$ cat src/rtl/decoder_rr_arbiter_if.sv
// Request/grant bundle between the requesters and the shared-decoder arbiter.
// The arbiter consumes requests and addresses and produces the grant, the
// completion pulse and the decoder drive signals.
interface decoder_rr_arbiter_if #(
    parameter int NREQ   = 4,
    parameter int ADDR_W = 5
);
    logic [NREQ-1:0]        req;
    logic [NREQ*ADDR_W-1:0] addr;
    logic [NREQ-1:0]        gnt;
    logic [NREQ-1:0]        done;
    logic [ADDR_W-1:0]      dec_din;
    logic                   dec_en;
    logic                   busy;

    // Requester side: raises requests and watches grant/done.
    modport master (
        output req,
        output addr,
        input  gnt,
        input  done,
        input  dec_din,
        input  dec_en,
        input  busy
    );

    // Arbiter side: samples requests and drives grant and decoder controls.
    modport slave (
        input  req,
        input  addr,
        output gnt,
        output done,
        output dec_din,
        output dec_en,
        output busy
    );
endinterface

$ cat src/rtl/decoder_rr_arbiter.sv
// Round-robin arbiter sharing one enabled 5-to-32 decoder among NREQ
// requesters. A grant drives the decoder select/enable for HOLD cycles,
// then pulses done to the winner for one cycle before returning to IDLE.
module decoder_rr_arbiter #(
    parameter int NREQ   = 4,
    parameter int ADDR_W = 5,
    parameter int HOLD   = 2
) (
    input  logic                clk,
    input  logic                rst,
    decoder_rr_arbiter_if.slave bus
);

    localparam int PTR_W = (NREQ > 1) ? $clog2(NREQ) : 1;
    localparam int CNT_W = $clog2(HOLD + 1);

    typedef enum logic [1:0] {
        IDLE    = 2'd0,
        DRIVE   = 2'd1,
        RELEASE = 2'd2
    } state_t;

    state_t              r_state;
    state_t              w_nextState;
    logic [PTR_W-1:0]    r_ptr;
    logic [CNT_W-1:0]    r_holdCnt;
    logic [NREQ-1:0]     r_gnt;
    logic [NREQ-1:0]     r_done;
    logic [ADDR_W-1:0]   r_decDin;
    logic                r_decEn;

    logic                w_anyReq;
    logic [PTR_W-1:0]    w_winner;
    logic [PTR_W-1:0]    w_ptrNext;
    logic [NREQ-1:0]     w_grantVec;
    logic [ADDR_W-1:0]   w_addrSel;
    logic                w_holdDone;

    // Scan from ptr upward, wrapping modulo NREQ; the first set request wins.
    function automatic logic [PTR_W-1:0] rrPick(
        input logic [NREQ-1:0]  req,
        input logic [PTR_W-1:0] ptr
    );
        logic [PTR_W-1:0] pick;
        logic             found;
        int               idx;
        pick  = ptr;
        found = 1'b0;
        idx   = 0;
        for (int i = 0; i < NREQ; i++) begin
            idx = int'(ptr) + i;
            if (idx >= NREQ) begin
                idx = idx - NREQ;
            end
            if (!found && req[idx]) begin
                pick  = PTR_W'(idx);
                found = 1'b1;
            end
        end
        return pick;
    endfunction

    // Winner selection and everything derived from it for the grant edge.
    always_comb begin
        w_anyReq   = |bus.req;
        w_winner   = rrPick(bus.req, r_ptr);
        w_ptrNext  = (w_winner == PTR_W'(NREQ - 1)) ? '0 : w_winner + PTR_W'(1);
        w_grantVec = {{(NREQ-1){1'b0}}, 1'b1} << w_winner;
        w_addrSel  = bus.addr[int'(w_winner)*ADDR_W +: ADDR_W];
        w_holdDone = (r_holdCnt == CNT_W'(HOLD));
    end

    // State register; reset always returns to IDLE.
    always_ff @(posedge clk) begin
        if (rst) begin
            r_state <= IDLE;
        end else begin
            r_state <= w_nextState;
        end
    end

    // Next-state logic: grant on any request, hold for HOLD cycles, release for one.
    always_comb begin
        w_nextState = r_state;
        case (r_state)
            IDLE: begin
                if (w_anyReq) begin
                    w_nextState = DRIVE;
                end
            end
            DRIVE: begin
                if (w_holdDone) begin
                    w_nextState = RELEASE;
                end
            end
            RELEASE: begin
                w_nextState = IDLE;
            end
            default: begin
                w_nextState = IDLE;
            end
        endcase
    end

    // Grant, decoder drive, completion pulse, pointer and hold counter.
    // The counter starts at 1 on the grant edge so DRIVE ends when it reaches HOLD.
    always_ff @(posedge clk) begin
        if (rst) begin
            r_ptr     <= '0;
            r_holdCnt <= '0;
            r_gnt     <= '0;
            r_done    <= '0;
            r_decDin  <= '0;
            r_decEn   <= 1'b0;
        end else begin
            case (r_state)
                IDLE: begin
                    if (w_anyReq) begin
                        r_gnt     <= w_grantVec;
                        r_decDin  <= w_addrSel;
                        r_decEn   <= 1'b1;
                        r_ptr     <= w_ptrNext;
                        r_holdCnt <= CNT_W'(1);
                    end
                end
                DRIVE: begin
                    if (w_holdDone) begin
                        r_decEn   <= 1'b0;
                        r_done    <= r_gnt;
                        r_holdCnt <= '0;
                    end else begin
                        r_holdCnt <= r_holdCnt + CNT_W'(1);
                    end
                end
                RELEASE: begin
                    r_gnt  <= '0;
                    r_done <= '0;
                end
                default: begin
                    r_gnt   <= '0;
                    r_done  <= '0;
                    r_decEn <= 1'b0;
                end
            endcase
        end
    end

    assign bus.gnt     = r_gnt;
    assign bus.done    = r_done;
    assign bus.dec_din = r_decDin;
    assign bus.dec_en  = r_decEn;
    assign bus.busy    = (r_state != IDLE);

endmodule
$ cat src/flat_wrapper.sv
// flat-port wrapper written by rule: the top's interface ports become plain ports
module decoder_rr_arbiter_flat 
#(
    parameter int NREQ   = 4,
    parameter int ADDR_W = 5,
    parameter int HOLD   = 2
)
  (clk, rst, bus_req, bus_addr, bus_gnt, bus_done, bus_dec_din, bus_dec_en, bus_busy);
  decoder_rr_arbiter_if #(.NREQ(NREQ), .ADDR_W(ADDR_W)) bus_i ();
  input  logic clk;
  input  logic rst;
  input wire logic [$bits(bus_i.req)-1:0] bus_req;
  input wire logic [$bits(bus_i.addr)-1:0] bus_addr;
  output wire logic [$bits(bus_i.gnt)-1:0] bus_gnt;
  output wire logic [$bits(bus_i.done)-1:0] bus_done;
  output wire logic [$bits(bus_i.dec_din)-1:0] bus_dec_din;
  output wire logic [$bits(bus_i.dec_en)-1:0] bus_dec_en;
  output wire logic [$bits(bus_i.busy)-1:0] bus_busy;
  assign bus_i.req = bus_req;
  assign bus_i.addr = bus_addr;
  assign bus_gnt = bus_i.gnt;
  assign bus_done = bus_i.done;
  assign bus_dec_din = bus_i.dec_din;
  assign bus_dec_en = bus_i.dec_en;
  assign bus_busy = bus_i.busy;
  decoder_rr_arbiter #(.NREQ(NREQ), .ADDR_W(ADDR_W), .HOLD(HOLD)) u_core (.clk(clk), .rst(rst), .bus(bus_i));
endmodule
$ cat config.mk
export PLATFORM = sky130hd
export DESIGN_NAME = decoder_rr_arbiter_flat
export DESIGN_NICKNAME = d
export VERILOG_FILES = /design/src/rtl/decoder_rr_arbiter_if.sv /design/src/rtl/decoder_rr_arbiter.sv /design/src/flat_wrapper.sv
export SDC_FILE = /design/constraint.sdc
export NUM_CORES = 1
export LEC_CHECK = 0
export BUFFER_PORTS_ARGS = -buffer_cell sky130_fd_sc_hd__buf_4
export CORE_MARGIN = 2
export CORE_UTILIZATION = 45
export CTS_CLUSTER_DIAMETER = 80
export CTS_CLUSTER_SIZE = 25
export DETAILED_ROUTE_END_ITERATION = 12
export PLACE_DENSITY = 0.8
export SLEW_MARGIN = 25
export SYNTH_ARGS = -nofsm -noshare
export SYNTH_HDL_FRONTEND = slang
export SYNTH_SLANG_ARGS = --single-unit
export TNS_END_PERCENT = 20
$ cat constraint.sdc
create_clock -name clk -period 3.7 [get_ports clk]
set_clock_uncertainty 0.1 [all_clocks]
set_input_delay 0.37 -clock clk [delete_from_list [all_inputs] [get_ports clk]]
set_output_delay 0.37 -clock clk [all_outputs]
set_load 0.005 [all_outputs]
==> metrics.cfg, run 1 <==
[layout]
fillCellCount = 200
diodes = 0
area_growth_pct = 30.6
drive_gt1_frac = 0.305
multi_input_area_um2 = 557
regArea_um2 = 400
final_cell_mix = 40 x buf_4, 20 x dfxtp_1, 14 x mux2i_1
finalInstanceArea_um2 = 1330
finalNonFillerCells = 179
layout_commonest_cell = buf_4
nNetsFinal = 180

[place]
hpwl_um = 1900
place_congestion = 0.739
place_ws_ns = 1.67
port_buffers = 40
placed_cell_area_um2 = 1310
dp.cells = 176

[floorplan]
start_util = 0.471
ios = 41
fp.dieW_um = 51.6
die_h_um = 51.6
coreArea_um2 = 2170
num_rows = 17
die-area_um2 = 2670

[logic_synthesis]
yosysWarningCount = 0
yosysSeqAreaShare = 0.392
syn_avg_cell_area_um2 = 8.96
syn_inst = 114
syn-num-nets = 141
synth_top_area_share = 0.392
yosysTopAreaCell = dfxtp_1
synth_cell_types = 31
ys_seq_elements = 20
synth_area_um2 = 1020
synth_area_leaders = dfxtp_1 39%, mux2i_1 14%, nor2_1 4.4%

[setup_path]
arrival_ns = 2.00
worst-path-max-fanout = 15
worstSetupStartpointType = flip-flop
endpoint_kind = flip-flop
r2r-start = u_core.r_ptr[0]
criticalPathCategory = flip-flop to flip-flop
r2r_end = u_core.r_ptr[1]
regToRegSetupSlack_ns = 1.79
worstPathRequired_ns = 3.79
rr_worst_depth = 6
path_cells = nor2b_1 > o21ai_1 > o211a_1 > ha_1 > nand2_1 > a21oi_1
crit_path_top_delay_cell = o211a_1
slowest_delay_ns = 0.57

[timing]
worstMarginPinSlew_ns = 0.625
holdWs_ns = 0.278
finalSetupTns_ns = 0
rsz0062_at_grt = false
slew_violations = 0
setup_viol = 0
fin_crit_ns = 1.91
timing.final.ws_setup_ns = 1.79
slew_headroom = 0.583
fmax_ghz = 0.524
fin_crit_sh = 0.516
finalHoldViolations = 0

[power_and_ir_drop]
power_leakage_nw = 0.621
ir_worst_vdd_mv = 0.216
p_per_area_nw_per_um2 = 373

[global_route]
grtUsageTotal = 0.211
grt_pass1_vias = 977
antenna_found_initial = 0
grt_start_max_net_pins = 22
grt_pass1_wl_um = 4180
overflow = 0

[clock_network]
clkLatencyLatePin_ns = 0.30
cts_buffer_depth = 2
post_cts_buffers = 0
cts-resized-gates = 0
clk_pin_slew_ns = 0.10
numCtsBuffers = 3
cts_root_buf = clkbuf_4
cts_hold_buf = 0
htreeDepth = 1
cts_tree = done
cts.sink_count = 20

[detailed_routing]
vias = 996
drt-initial-drc-count = 8
routedWlPerCell_um = 13.9
drcViolationCount = 0
postRouteAntennaNets = 0
vias_per_cell = 5.56
first_pass_iters = 4
drt_wl_total_um = 2500

[min_path]
hp-class = input port to flip-flop
whs_endpoint = u_core.bus.dec_din[3]
min_from = bus_addr[13]
min_delay_path_depth = 3

[flow_run]
maxCapViolCount = 0

[run_status]
status = complete, no violations

-- through the flow --
| stage | utilization | power, mW |
|---|---|---|
| floorplan | - | 0.348 |
| global placement | 0.604 | 0.396 |
| detailed placement | 0.604 | 0.400 |
| CTS | 0.615 | 0.499 |
| global route | 0.615 | 0.527 |
| finish | 0.615 | 0.497 |
-- area by class of cell --
cell class,instances,share of cell area
flip-flops and latches,20,0.300
multi-input cells,83,0.417
inverters,5,0.0141
well taps,28,0.0263
clock buffers,3,0.0169
repair buffers,40,0.225
-- report_power, final --
part / total [mW] / internal (mW) / switching, mW
Clock: 0.100 / 0.0380 / 0.0621
Sequential: 0.254 / 0.235 / 0.0186
Combinational: 0.143 / 0.0764 / 0.0663
Total: 0.497 / 0.350 / 0.147
-- cell usage after synthesis, drive strengths merged --
library cell	n
nand2b	1
inv	5
a2111oi	1
nand2	8
nor4	1
o21ai	2
ha	1
nand3b	5
o221ai	5
a21boi	1
a32oi	1
nor2	13
mux2i	14
and2	1
buf	3
nor3	6
a21oi	6
a2bb2oi	2
clkbuf	3
o211a	1
nor2b	4
a22oi	1
or3	2
or2	2
a211o	1
a211oi	2
dfxtp	20
a31oi	2
-- per-layer routing --
metal / vias to the layer above / share of wire / track usage
li1: 491 / - / -
met1: 444 / 0.38 / 0.228
met2: 52 / 0.50 / 0.387
met3: 9 / 0.088 / 0.0460
met4: 0 / 0.028 / 0.101
met5: - / 0 / 0
-- cell families (layout without fill, tap and decap cells) --
family | Yosys count | in the layout | share of synthesized area
flops | 20 | 20 | 0.392
fa+ha+maj | 1 | 1 | 0.0123
simple gates | 43 | 43 | 0.216
buf+inv | 11 | 48 | 0.0625
mux | 14 | 14 | 0.137
compound gates | 25 | 25 | 0.180
-- registers in the layout, summed over array words and instances, names as in the netlist --
name / cells
u_core.bus.dec_din: 5
u_core.bus.done: 4
u_core.bus.gnt: 4
u_core.r_holdCnt: 2
u_core.r_ptr: 2
u_core.r_state: 2
u_core.bus.dec_en: 1
-- critical path, delay by kind of cell (launching register included) --
family / cells / cell delay [ns]
compound gates: 3 / 0.77
fa+ha+maj: 1 / 0.35
flops: 1 / 0.43
simple gates: 2 / 0.15
-- worst max path at each step --
| stage | from | endpoint | slack [ns] | cells after the start |
|---|---|---|---|---|
| after detailed placement | bus_req[0] | u_core.r_ptr[1] | 1.67 | 7 |
| after CTS | u_core.r_ptr[0] | u_core.r_ptr[1] | 1.83 | 6 |
| after global routing | u_core.r_ptr[0] | u_core.bus.dec_din[4] | 1.67 | 5 |
| after floorplan | bus_req[0] | u_core.bus.gnt[3] | 2.06 | 8 |
| after global placement | bus_req[2] | u_core.r_ptr[1] | 1.72 | 7 |
| final | u_core.r_ptr[0] | u_core.r_ptr[1] | 1.79 | 6 |
No activity file was read; power rests on OpenSTA's default activity.
==> inputs of run 2 (changes only) <==
- CORE_UTILIZATION: 45 -> 42
- PLACE_DENSITY: 0.8 -> 0.79
- clock period: 3.7 -> 1.7 ns (I/O delays scaled with it)
==> run 2 against run 1 <==
Final cell count increased by 3.9%. Maximum frequency is 19% higher. Critical path depth stayed put. Global-route usage shrank 2.3 points. Worst hold slack lost 0.22 ns. Utilization rose by 1.5 points. Via count is 1.0% lower. First-iteration DRC count increased by 88%. Non-clock buffer count rose by 6. Routed wire length increased by 1.9%. Highest routed layer unchanged.
==> metrics.cfg, run 2 (synthesized netlist as in run 1, its figures left out) <==
[clock_network]
post_cts_buffers = 0  ; unchanged
cts_tree = done  ; unchanged
cts_buffer_depth = 2  ; unchanged
clk_pin_slew_ns = 0.12  ; was 0.10 ns
clkLatencyLatePin_ns = 0.31  ; was 0.30 ns
numCtsBuffers = 3  ; unchanged
htreeDepth = 1  ; unchanged
cts.sink_count = 20  ; unchanged
cts_root_buf = clkbuf_4  ; unchanged

[global_route]
grtUsageTotal = 0.188  ; was 0.211
grt_pass1_wl_um = 3930  ; was 4180 um
overflow = 0  ; unchanged
grt_pass1_vias = 916  ; was 977
grt_start_max_net_pins = 22  ; unchanged
antenna_found_initial = 0  ; unchanged

[timing]
timing.final.ws_setup_ns = 0.0936  ; was 1.79 ns
fmax_ghz = 0.622  ; was 0.524 GHz
slew_violations = 0  ; unchanged
fin_crit_sh = 0.945  ; was 0.516
worstMarginPinSlew_ns = 0.390  ; was 0.625 ns
finalSetupTns_ns = 0  ; unchanged
setup_viol = 0  ; unchanged
slew_headroom = 0.738  ; was 0.583
fin_crit_ns = 1.61  ; was 1.91 ns
finalHoldViolations = 0  ; unchanged

[layout]
diodes = 0  ; unchanged
final_cell_mix = 46 x buf_4, 18 x dfxtp_1, 14 x mux2i_1  ; was 40 x buf_4, 20 x dfxtp_1, 14 x mux2i_1
nNetsFinal = 186  ; was 180
finalInstanceArea_um2 = 1420  ; was 1330 um2
layout_commonest_cell = buf_4  ; unchanged
fillCellCount = 208  ; was 200
area_growth_pct = 39.0  ; was 30.6%
fin_util = 0.629  ; was 0.615
largest_register_ffs = 5  ; unchanged
drive_gt1_frac = 0.348  ; was 0.305
finalNonFillerCells = 186  ; was 179

[detailed_routing]
drt_wl_total_um = 2540  ; was 2500 um
vias = 986  ; was 996
drt-initial-drc-count = 15  ; was 8
drcViolationCount = 0  ; unchanged
routedWlPerCell_um = 13.7  ; was 13.9 um
vias_per_cell = 5.30  ; was 5.56
postRouteAntennaNets = 0  ; unchanged
first_pass_iters = 4  ; unchanged

[setup_path]
crit_path_top_delay_cell = dfxtp_2  ; was o211a_1
worstSetupStartpointType = flip-flop  ; unchanged
arrival_ns = 1.75  ; was 2.00 ns
endpoint_kind = flip-flop  ; unchanged
path_cells = nor2b_1 > a21oi_1 > o211a_1 > buf_4 > or3_1 > a21oi_1  ; was nor2b_1 > o21ai_1 > o211a_1 > ha_1 > nand2_1 > a21oi_1
slowest_delay_ns = 0.35  ; was 0.57 ns
criticalPathCategory = flip-flop to flip-flop  ; unchanged
worstPathRequired_ns = 1.84  ; was 3.79 ns
worst-path-max-fanout = 5  ; was 15
rr_worst_depth = 6  ; unchanged
path_common_cell = a21oi_1

[floorplan]
coreArea_um2 = 2250  ; was 2170 um2
start_util = 0.453  ; was 0.471
num_rows = 17  ; unchanged
die_h_um = 53.3  ; was 51.6 um
ios = 41  ; unchanged
die-area_um2 = 2840  ; was 2670 um2
fp.dieW_um = 53.3  ; was 51.6 um

[power_and_ir_drop]
share_seq_of_total_power = 0.428  ; was 0.511
p_switching_mw = 0.341  ; was 0.147 mW
intPower_mw = 0.940  ; was 0.350 mW
pwr-share-comb = 0.265  ; was 0.287
power_leakage_nw = 0.674  ; was 0.621 nW
clockPowerShare = 0.307  ; was 0.202
p_per_area_nw_per_um2 = 903  ; was 373 nW/um2
switching_share = 0.266  ; was 0.296
ir_worst_vdd_mv = 0.635  ; was 0.216 mV

[min_path]
hp-class = input port to flip-flop  ; unchanged
min_delay_path_depth = 3  ; unchanged

[place]
placed_cell_area_um2 = 1360  ; was 1310 um2
port_buffers = 40  ; unchanged
dp.cells = 182  ; was 176
hpwl_um = 1960  ; was 1900 um
place_ws_ns = 0.0827  ; was 1.67 ns
place_congestion = 0.740  ; was 0.739

[run_status]
status = complete, no violations  ; unchanged

[flow_run]
maxCapViolCount = 0  ; unchanged

-- run 2: worst paths after layout --
kind,start,endpoint,slack [ns]
worst max-delay path,u_core.r_ptr[0],u_core.bus.gnt[2],0.09
worst min-delay path,bus_addr[1],u_core.bus.dec_din[1],0.06
worst max register to register,u_core.r_ptr[0],u_core.bus.gnt[2],0.09
worst min register to register,u_core.r_ptr[1],u_core.r_ptr[1],0.40
-- run 2: worst max-delay path: cells and delay by family (launching register included) --
family | cells | cell delay [ns]
AO/OA/AOI/OAI | 3 | 0.42
AND/OR/NAND/NOR | 2 | 0.51
buffers and inverters | 1 | 0.15
flip-flops | 1 | 0.35
-- run 2: per-layer routing --
metal,GRT usage,vias up,share of wire
li1,-,500,-
met4,0.0427,0,0.0031
met2,0.313,28,0.52
met5,0,-,0
met1,0.238,456,0.42
met3,0.0537,2,0.058
-- run 2: what timing repair did --
| item | 4_1_cts | 5_1_grt |
|---|---|---|
| resized for setup | 0 | 3 |
| hold buffers | 0 | 0 |
| setup endpoints to repair | 0 | 2 |
-- run 2: final cells by class --
cell class	count	area (um2)	share of cell area
clock inverter	1	30.0	0.0212
timing repair buffer	46	345	0.243
tap	28	35.0	0.0247
multi-input combinational	83	564	0.398
clock buffer	3	22.5	0.0159
inverter	5	18.8	0.0132
sequential	20	403	0.284
-- run 2: power by group through the flow --
| stage | registers, mW | clock network, mW | logic (mW) |
|---|---|---|---|
| 3_3_place_gp | 0.555 | 0 | 0.324 |
| 5_1_grt | 0.555 | 0.425 | 0.370 |
| 3_5_place_dp | 0.556 | 0 | 0.334 |
| 2_1_floorplan | 0.555 | 0 | 0.202 |
| 6_report | 0.548 | 0.393 | 0.340 |
| 4_1_cts | 0.546 | 0.400 | 0.336 |
-- run 2: per-stage QoR --
step | hold slack [ns] | power [mW]
after floorplan | 0.270 | 0.757
after global placement | 0.373 | 0.879
after detailed placement | 0.379 | 0.890
after CTS | 0.0614 | 1.28
after global routing | 0.0629 | 1.35
final | 0.0611 | 1.28
